--- config.mk ---
export PLATFORM = sky130hd
export DESIGN_NAME = instr_fetch
export DESIGN_NICKNAME = d
export VERILOG_FILES = /design/src/rtl/cr16_fetch_pkg.sv /design/src/rtl/fetch_latency_counter.sv /design/src/rtl/instr_fetch.sv
export SDC_FILE = /design/constraint.sdc
export NUM_CORES = 1
export LEC_CHECK = 0
export CAP_MARGIN = 30
export CORE_ASPECT_RATIO = 1.75
export CORE_UTILIZATION = 23
export DETAILED_ROUTE_END_ITERATION = 7
export PLACE_DENSITY = 0.43
export REMOVE_ABC_BUFFERS = 1
export SLEW_MARGIN = 20
export SYNTH_ARGS = -nofsm -noshare
export SYNTH_HDL_FRONTEND = slang
export SYNTH_SLANG_ARGS = --single-unit
--- constraint.sdc ---
create_clock -name I_CLK -period 1.9 [get_ports I_CLK]
set_input_delay 0.19 -clock I_CLK [delete_from_list [all_inputs] [get_ports I_CLK]]
set_output_delay 0.19 -clock I_CLK [all_outputs]
set_load 0.01 [all_outputs]
--- src/rtl/cr16_fetch_pkg.sv ---
// Shared state encoding and sizing constants for the CR16 instruction fetch stage.
package cr16_fetch_pkg;

    typedef enum logic [1:0] {S_IDLE, S_ISSUE, S_WAIT, S_HOLD} fetch_state_t;

    localparam int C_MAX_MEM_LATENCY = 4;
    localparam int C_CNT_W           = $clog2(C_MAX_MEM_LATENCY);

endpackage

--- src/rtl/fetch_latency_counter.sv ---
// Load/decrement down counter that flags when the memory latency window has elapsed.
module fetch_latency_counter
    import cr16_fetch_pkg::*;
(
    input  logic               clk_i,
    input  logic               rst_ni,
    input  logic               load_i,
    input  logic [C_CNT_W-1:0] load_value_i,
    input  logic               dec_i,
    output logic               zero_o
);

    logic [C_CNT_W-1:0] cnt_q, cnt_d;

    always_comb begin
        cnt_d = cnt_q;
        if (load_i) begin
            cnt_d = load_value_i;
        end else if (dec_i && cnt_q != '0) begin
            cnt_d = cnt_q - 1'b1;
        end
    end

    always_ff @(posedge clk_i or negedge rst_ni) begin
        if (!rst_ni) begin
            cnt_q <= '0;
        end else begin
            cnt_q <= cnt_d;
        end
    end

    assign zero_o = (cnt_q == '0);

endmodule

--- src/rtl/instr_fetch.sv ---
// CR16 instruction fetch: one memory read per request, fixed latency plus wait stalls.
// Optional stall-cycle counter port enabled by defining CR16_FETCH_STALL_COUNT_EN.
module instr_fetch
    import cr16_fetch_pkg::*;
#(
    parameter int P_ADDRESS_WIDTH = 16,
    parameter int P_DATA_WIDTH    = 16,
    parameter int P_MEM_LATENCY   = 1
) (
    input  logic                       I_CLK,
    input  logic                       I_NRESET,
    input  logic [P_ADDRESS_WIDTH-1:0] I_ADDRESS,
    input  logic                       I_FETCH,
    input  logic                       I_FLUSH,
    input  logic                       I_ACCEPT,
    output logic [P_ADDRESS_WIDTH-1:0] O_MEM_ADDRESS,
    output logic                       O_MEM_READ,
    input  logic [P_DATA_WIDTH-1:0]    I_MEM_DATA,
    input  logic                       I_MEM_WAIT,
    output logic [P_DATA_WIDTH-1:0]    O_INSTRUCTION,
    output logic                       O_VALID,
    output logic                       O_PC_ENABLE,
    output logic                       O_BUSY
`ifdef CR16_FETCH_STALL_COUNT_EN
   ,output logic [15:0]                O_STALL_CYCLES
`endif
);

    localparam logic [C_CNT_W-1:0] C_LOAD = C_CNT_W'(P_MEM_LATENCY - 1);

    fetch_state_t                 state_q, state_d;
    logic [P_ADDRESS_WIDTH-1:0]   addr_q, addr_d;
    logic [P_DATA_WIDTH-1:0]      instr_q, instr_d;
    logic                         valid_q, valid_d;
    logic                         pcen_q, pcen_d;
    logic                         cnt_load, cnt_dec, cnt_zero;

    fetch_latency_counter u_lat_cnt (
        .clk_i        (I_CLK),
        .rst_ni       (I_NRESET),
        .load_i       (cnt_load),
        .load_value_i (C_LOAD),
        .dec_i        (cnt_dec),
        .zero_o       (cnt_zero)
    );

    always_comb begin
        state_d  = state_q;
        addr_d   = addr_q;
        instr_d  = instr_q;
        valid_d  = valid_q;
        pcen_d   = 1'b0;
        cnt_load = 1'b0;
        cnt_dec  = 1'b0;
        unique case (state_q)
            S_IDLE: begin
                // A flush (branch redirect) also suppresses a fetch of the stale PC.
                if (!I_FLUSH && I_FETCH) begin
                    addr_d  = I_ADDRESS;
                    state_d = S_ISSUE;
                end
            end
            S_ISSUE: begin
                if (I_FLUSH) begin
                    state_d = S_IDLE;
                end else begin
                    cnt_load = 1'b1;
                    state_d  = S_WAIT;
                end
            end
            S_WAIT: begin
                if (I_FLUSH) begin
                    state_d = S_IDLE;
                end else if (!cnt_zero) begin
                    cnt_dec = 1'b1;
                end else if (!I_MEM_WAIT) begin
                    instr_d = I_MEM_DATA;
                    valid_d = 1'b1;
                    pcen_d  = 1'b1;
                    state_d = S_HOLD;
                end
            end
            S_HOLD: begin
                if (I_FLUSH) begin
                    valid_d = 1'b0;
                    state_d = S_IDLE;
                end else if (I_ACCEPT) begin
                    valid_d = 1'b0;
                    if (I_FETCH) begin
                        addr_d  = I_ADDRESS;
                        state_d = S_ISSUE;
                    end else begin
                        state_d = S_IDLE;
                    end
                end
            end
            default: state_d = S_IDLE;
        endcase
    end

    always_ff @(posedge I_CLK or negedge I_NRESET) begin
        if (!I_NRESET) begin
            state_q <= S_IDLE;
            addr_q  <= '0;
            instr_q <= '0;
            valid_q <= 1'b0;
            pcen_q  <= 1'b0;
        end else begin
            state_q <= state_d;
            addr_q  <= addr_d;
            instr_q <= instr_d;
            valid_q <= valid_d;
            pcen_q  <= pcen_d;
        end
    end

    assign O_MEM_ADDRESS = addr_q;
    assign O_MEM_READ    = (state_q == S_ISSUE);
    assign O_INSTRUCTION = instr_q;
    assign O_VALID       = valid_q;
    assign O_PC_ENABLE   = pcen_q;
    assign O_BUSY        = (state_q != S_IDLE);

`ifdef CR16_FETCH_STALL_COUNT_EN
    logic [15:0] stall_q, stall_d;

    // Counts memory-wait cycles once the fixed latency has elapsed, saturating.
    always_comb begin
        stall_d = stall_q;
        if (state_q == S_WAIT && cnt_zero && I_MEM_WAIT && stall_q != 16'hFFFF) begin
            stall_d = stall_q + 16'd1;
        end
    end

    always_ff @(posedge I_CLK or negedge I_NRESET) begin
        if (!I_NRESET) begin
            stall_q <= '0;
        end else begin
            stall_q <= stall_d;
        end
    end

    assign O_STALL_CYCLES = stall_q;
`else
    // No stall statistics in this build.
`endif

endmodule

==> impl_metrics.env <==
export IMPL_status="completed"
export IMPL_num_antenna_cells=0
export IMPL_worstSkewPairLatency_ns=0.28
export IMPL_critPathRequiredTime_ns=1.71
export IMPL_drt_first_iter_violations=69
export IMPL_die_w_um=76.3
export IMPL_timing_setup_tns_ns=0
export IMPL_ir_worst_vdd_v=0.000424
export IMPL_fp_dieArea_um2=10100
export IMPL_worstHoldPathType="primary input to asynchronous set/reset pin"
export IMPL_io_pins=74
export IMPL_post_place_cells=391
export IMPL_clock_sinks=38
export IMPL_number_of_design_rule_violations_left_after_detail_routing=0
export IMPL_ys_seq_area_share_pct=42.8
export IMPL_final_hold_viol_count=0
export IMPL_cts_htree_levels=2
export IMPL_worst_r2r_setup_slack_ns=0.24
export IMPL_post_synth_instance_area_um2=2220
export IMPL_worst_path_max_fanout=8
export IMPL_layoutNonFillerInstCount=400
export IMPL_rows=47
export IMPL_numCtsBuffers=5
export IMPL_synth_cells=201
export IMPL_clockRootBuffer="sky130_fd_sc_hd__clkbuf_16"
export IMPL_max_freq_mhz=544
export IMPL_final_layout_size_suffix_gt1_share_pct=19.1
export IMPL_viasPerCell=4.56
export IMPL_report_final_slew_viol_count=0
export IMPL_die_h_um=132
export IMPL_pin_count_of_the_biggest_net_entering_global_routing=33
export IMPL_critical_path_arrival_ns=1.65
export IMPL_timing_final_setup_violations=0
export IMPL_mean_syn_cell_area_um2=11.0
export IMPL_tritoncts="built"
export IMPL_fp_coreArea_um2=9410
export IMPL_power_leakage_nw=1.31
export IMPL_cts_reportedPaths_clkPinSlew_ns=0.06
export IMPL_top_cell_type_by_total_area_after_synthesis="sky130_fd_sc_hd__dfrtp_1"
export IMPL_synthesis_yosys_warnings=0
export IMPL_timing_worst_setup_path_type="register to output port"
export IMPL_ys_ff_latch=38
export IMPL_post_drt_wl_per_cell_um=15.4
export IMPL_drtPass1Iterations=4
export IMPL_globalplace_congestion=0.736
export IMPL_layout_nets=316
export IMPL_grt_antenna_before_repair=0
export IMPL_regToRegStartpoint="u_lat_cnt.cnt_q[0]"
export IMPL_synth_enable_flop_cells=0
export IMPL_detailed_place_area_um2=3080
export IMPL_fillCellCount=987
export IMPL_clock_skew_ns=0.00521
export IMPL_max_slew_margin_pct=69.6
export IMPL_worstMarginPinSlew_ns=0.456
export IMPL_timing_critical_path_to_type="output port"
export IMPL_synth_lib_cells_used_distinct=35
export IMPL_grt_first_pass_wirelength_um=10100
export IMPL_r2r_cells=5
export IMPL_grt_pass1_vias=1969
export IMPL_netlist_top_cells_area="sky130_fd_sc_hd__dfrtp_1, sky130_fd_sc_hd__nand2b_1, sky130_fd_sc_hd__a221oi_2"
export IMPL_post_route_min_period_ns=1.84
export IMPL_synth_top_area_share_pct=42.8
export IMPL_synthToLayoutAreaGrowth_pct=45.8
export IMPL_final_cell_area_um2=3240
export IMPL_grt_ovfl_total=0
export IMPL_total_power_mw=3.45
export IMPL_cts_buffer_depth=2
export IMPL_synth_async_sr_flop_share_pct=100
export IMPL_numPortBuffers=73
export IMPL_route_final_wire_length_um=6150
export IMPL_setup_repair_after_global_routing_missed_its_margin="no"
export IMPL_cap_violations=0
export IMPL_pwr_density_cell_nw_per_um2=1070
export IMPL_post_cts_setup_buffer_count=0
export IMPL_initial_core_util_pct=23.6
export IMPL_synth_most_common_cell="sky130_fd_sc_hd__dfrtp_1"
export IMPL_final_antenna_net_count=0
export IMPL_critPathLaunchType="register"
export IMPL_period_share_pct=96.8
export IMPL_reg2reg_to="O_INSTRUCTION[12]"
export IMPL_yosys_most_used_dff="sky130_fd_sc_hd__dfrtp_1"
export IMPL_vias=1822
export IMPL_top_cell_types_by_occurrence_after_synthesis="sky130_fd_sc_hd__dfrtp_1, sky130_fd_sc_hd__nand2b_1, sky130_fd_sc_hd__nor2_1"
export IMPL_detailed_place_hpwl_um=4480
export IMPL_grt_util_all_layers_pct=12.8
export IMPL_hold_slack_ns=0.389
metrics by stage:
| stage | util [%] | setup WS, ns |
|---|---|---|
| detailed placement | 32.7 | 0.122 |
| global route | 34.4 | 0.0178 |
| CTS | 34.4 | 0.0343 |
| floorplan | - | 0.0391 |
| finish | 34.4 | 0.0615 |
| global placement | 32.7 | 0.137 |
final cells by class:
type	count	area, um2	area share [%]
Clock buffer	7	143	4.41
Clock inverter	1	5.00	0.155
Inverter	6	22.5	0.696
Multi-Input combinational cell	139	1100	34.1
Sequential cell	38	951	29.4
Tap cell	122	153	4.72
Timing Repair Buffer	87	858	26.5
critical path: stages, from the launching register on:
cell and delay [ns]:
sky130_fd_sc_hd__dfrtp_1 0.49, sky130_fd_sc_hd__inv_2 0.06, sky130_fd_sc_hd__nor2_1 0.23, sky130_fd_sc_hd__clkdlybuf4s50_1 0.59
cells in the final DEF, fill, tap and decap left out, types with 2 or more instances in the layout:
cell type | netlist | routed
sky130_fd_sc_hd__nand2b_1 | 31 | 31
sky130_fd_sc_hd__a22o_1 | 2 | 2
sky130_fd_sc_hd__mux2_2 | 7 | 7
sky130_fd_sc_hd__mux2_4 | 9 | 9
sky130_fd_sc_hd__o22ai_1 | 16 | 16
sky130_fd_sc_hd__buf_4 | 6 | 11
sky130_fd_sc_hd__nand2_1 | 3 | 3
sky130_fd_sc_hd__clkbuf_16 | 0 | 5
sky130_fd_sc_hd__a221oi_1 | 5 | 5
sky130_fd_sc_hd__buf_12 | 0 | 2
sky130_fd_sc_hd__nor2_1 | 18 | 18
sky130_fd_sc_hd__o21ai_0 | 2 | 2
sky130_fd_sc_hd__a221oi_2 | 11 | 11
sky130_fd_sc_hd__or4_1 | 2 | 2
sky130_fd_sc_hd__nor2_4 | 2 | 2
sky130_fd_sc_hd__o31ai_1 | 16 | 16
sky130_fd_sc_hd__dfrtp_1 | 38 | 38
sky130_fd_sc_hd__inv_1 | 5 | 5
sky130_fd_sc_hd__clkdlybuf4s50_1 | 0 | 72
sky130_fd_sc_hd__or2b_1 | 2 | 2
per-layer routing:
metal	global-route usage, %	wire, um	up-vias
met3	1.94	185	4
met2	24.3	3390	46
met5	0	0	-
met1	13.8	2510	875
li1	-	-	897
met4	5.02	68	0
cell families (layout without fill, tap and decap cells):
family	Yosys count	in the layout	synth area share, %
simple gates	66	66	17.8
compound gates	56	56	21.8
flops	38	38	42.8
buf+inv	24	101	7.38
mux	16	16	9.64
fa+ha+maj	1	1	0.564
flip-flops by register name, summed over array words and instances, names as in the netlist:
register,flops
O_INSTRUCTION,16
O_MEM_ADDRESS,16
O_PC_ENABLE,1
O_VALID,1
state_q,2
u_lat_cnt.cnt_q,2
how the worst max path moves through the flow:
stage | to | slack (ns) | from | cells after the start
2_1_floorplan | O_MEM_ADDRESS[10] | 0.04 | state_q[1] | 3
3_3_place_gp | O_MEM_ADDRESS[10] | 0.14 | I_FLUSH | 6
3_5_place_dp | O_MEM_ADDRESS[10] | 0.12 | I_FLUSH | 6
4_1_cts | O_MEM_READ | 0.03 | state_q[0] | 3
5_1_grt | O_MEM_READ | 0.02 | state_q[0] | 3
6_report | O_MEM_READ | 0.06 | state_q[0] | 3
report_power, final:
| group | leakage [nW] | internal [mW] | switching [mW] | total [mW] |
|---|---|---|---|---|
| Combinational | 0.769 | 0.864 | 0.503 | 1.37 |
| Clock | 0.0739 | 0.520 | 0.316 | 0.836 |
| Sequential | 0.465 | 1.06 | 0.188 | 1.25 |
| Total | 1.31 | 2.44 | 1.01 | 3.45 |
repair_timing:
action	CTS	global route
hold buffers	1	0
endpoints found under the hold margin	16	0
gates resized for setup	0	0
No activity file was read; power rests on OpenSTA's default activity.
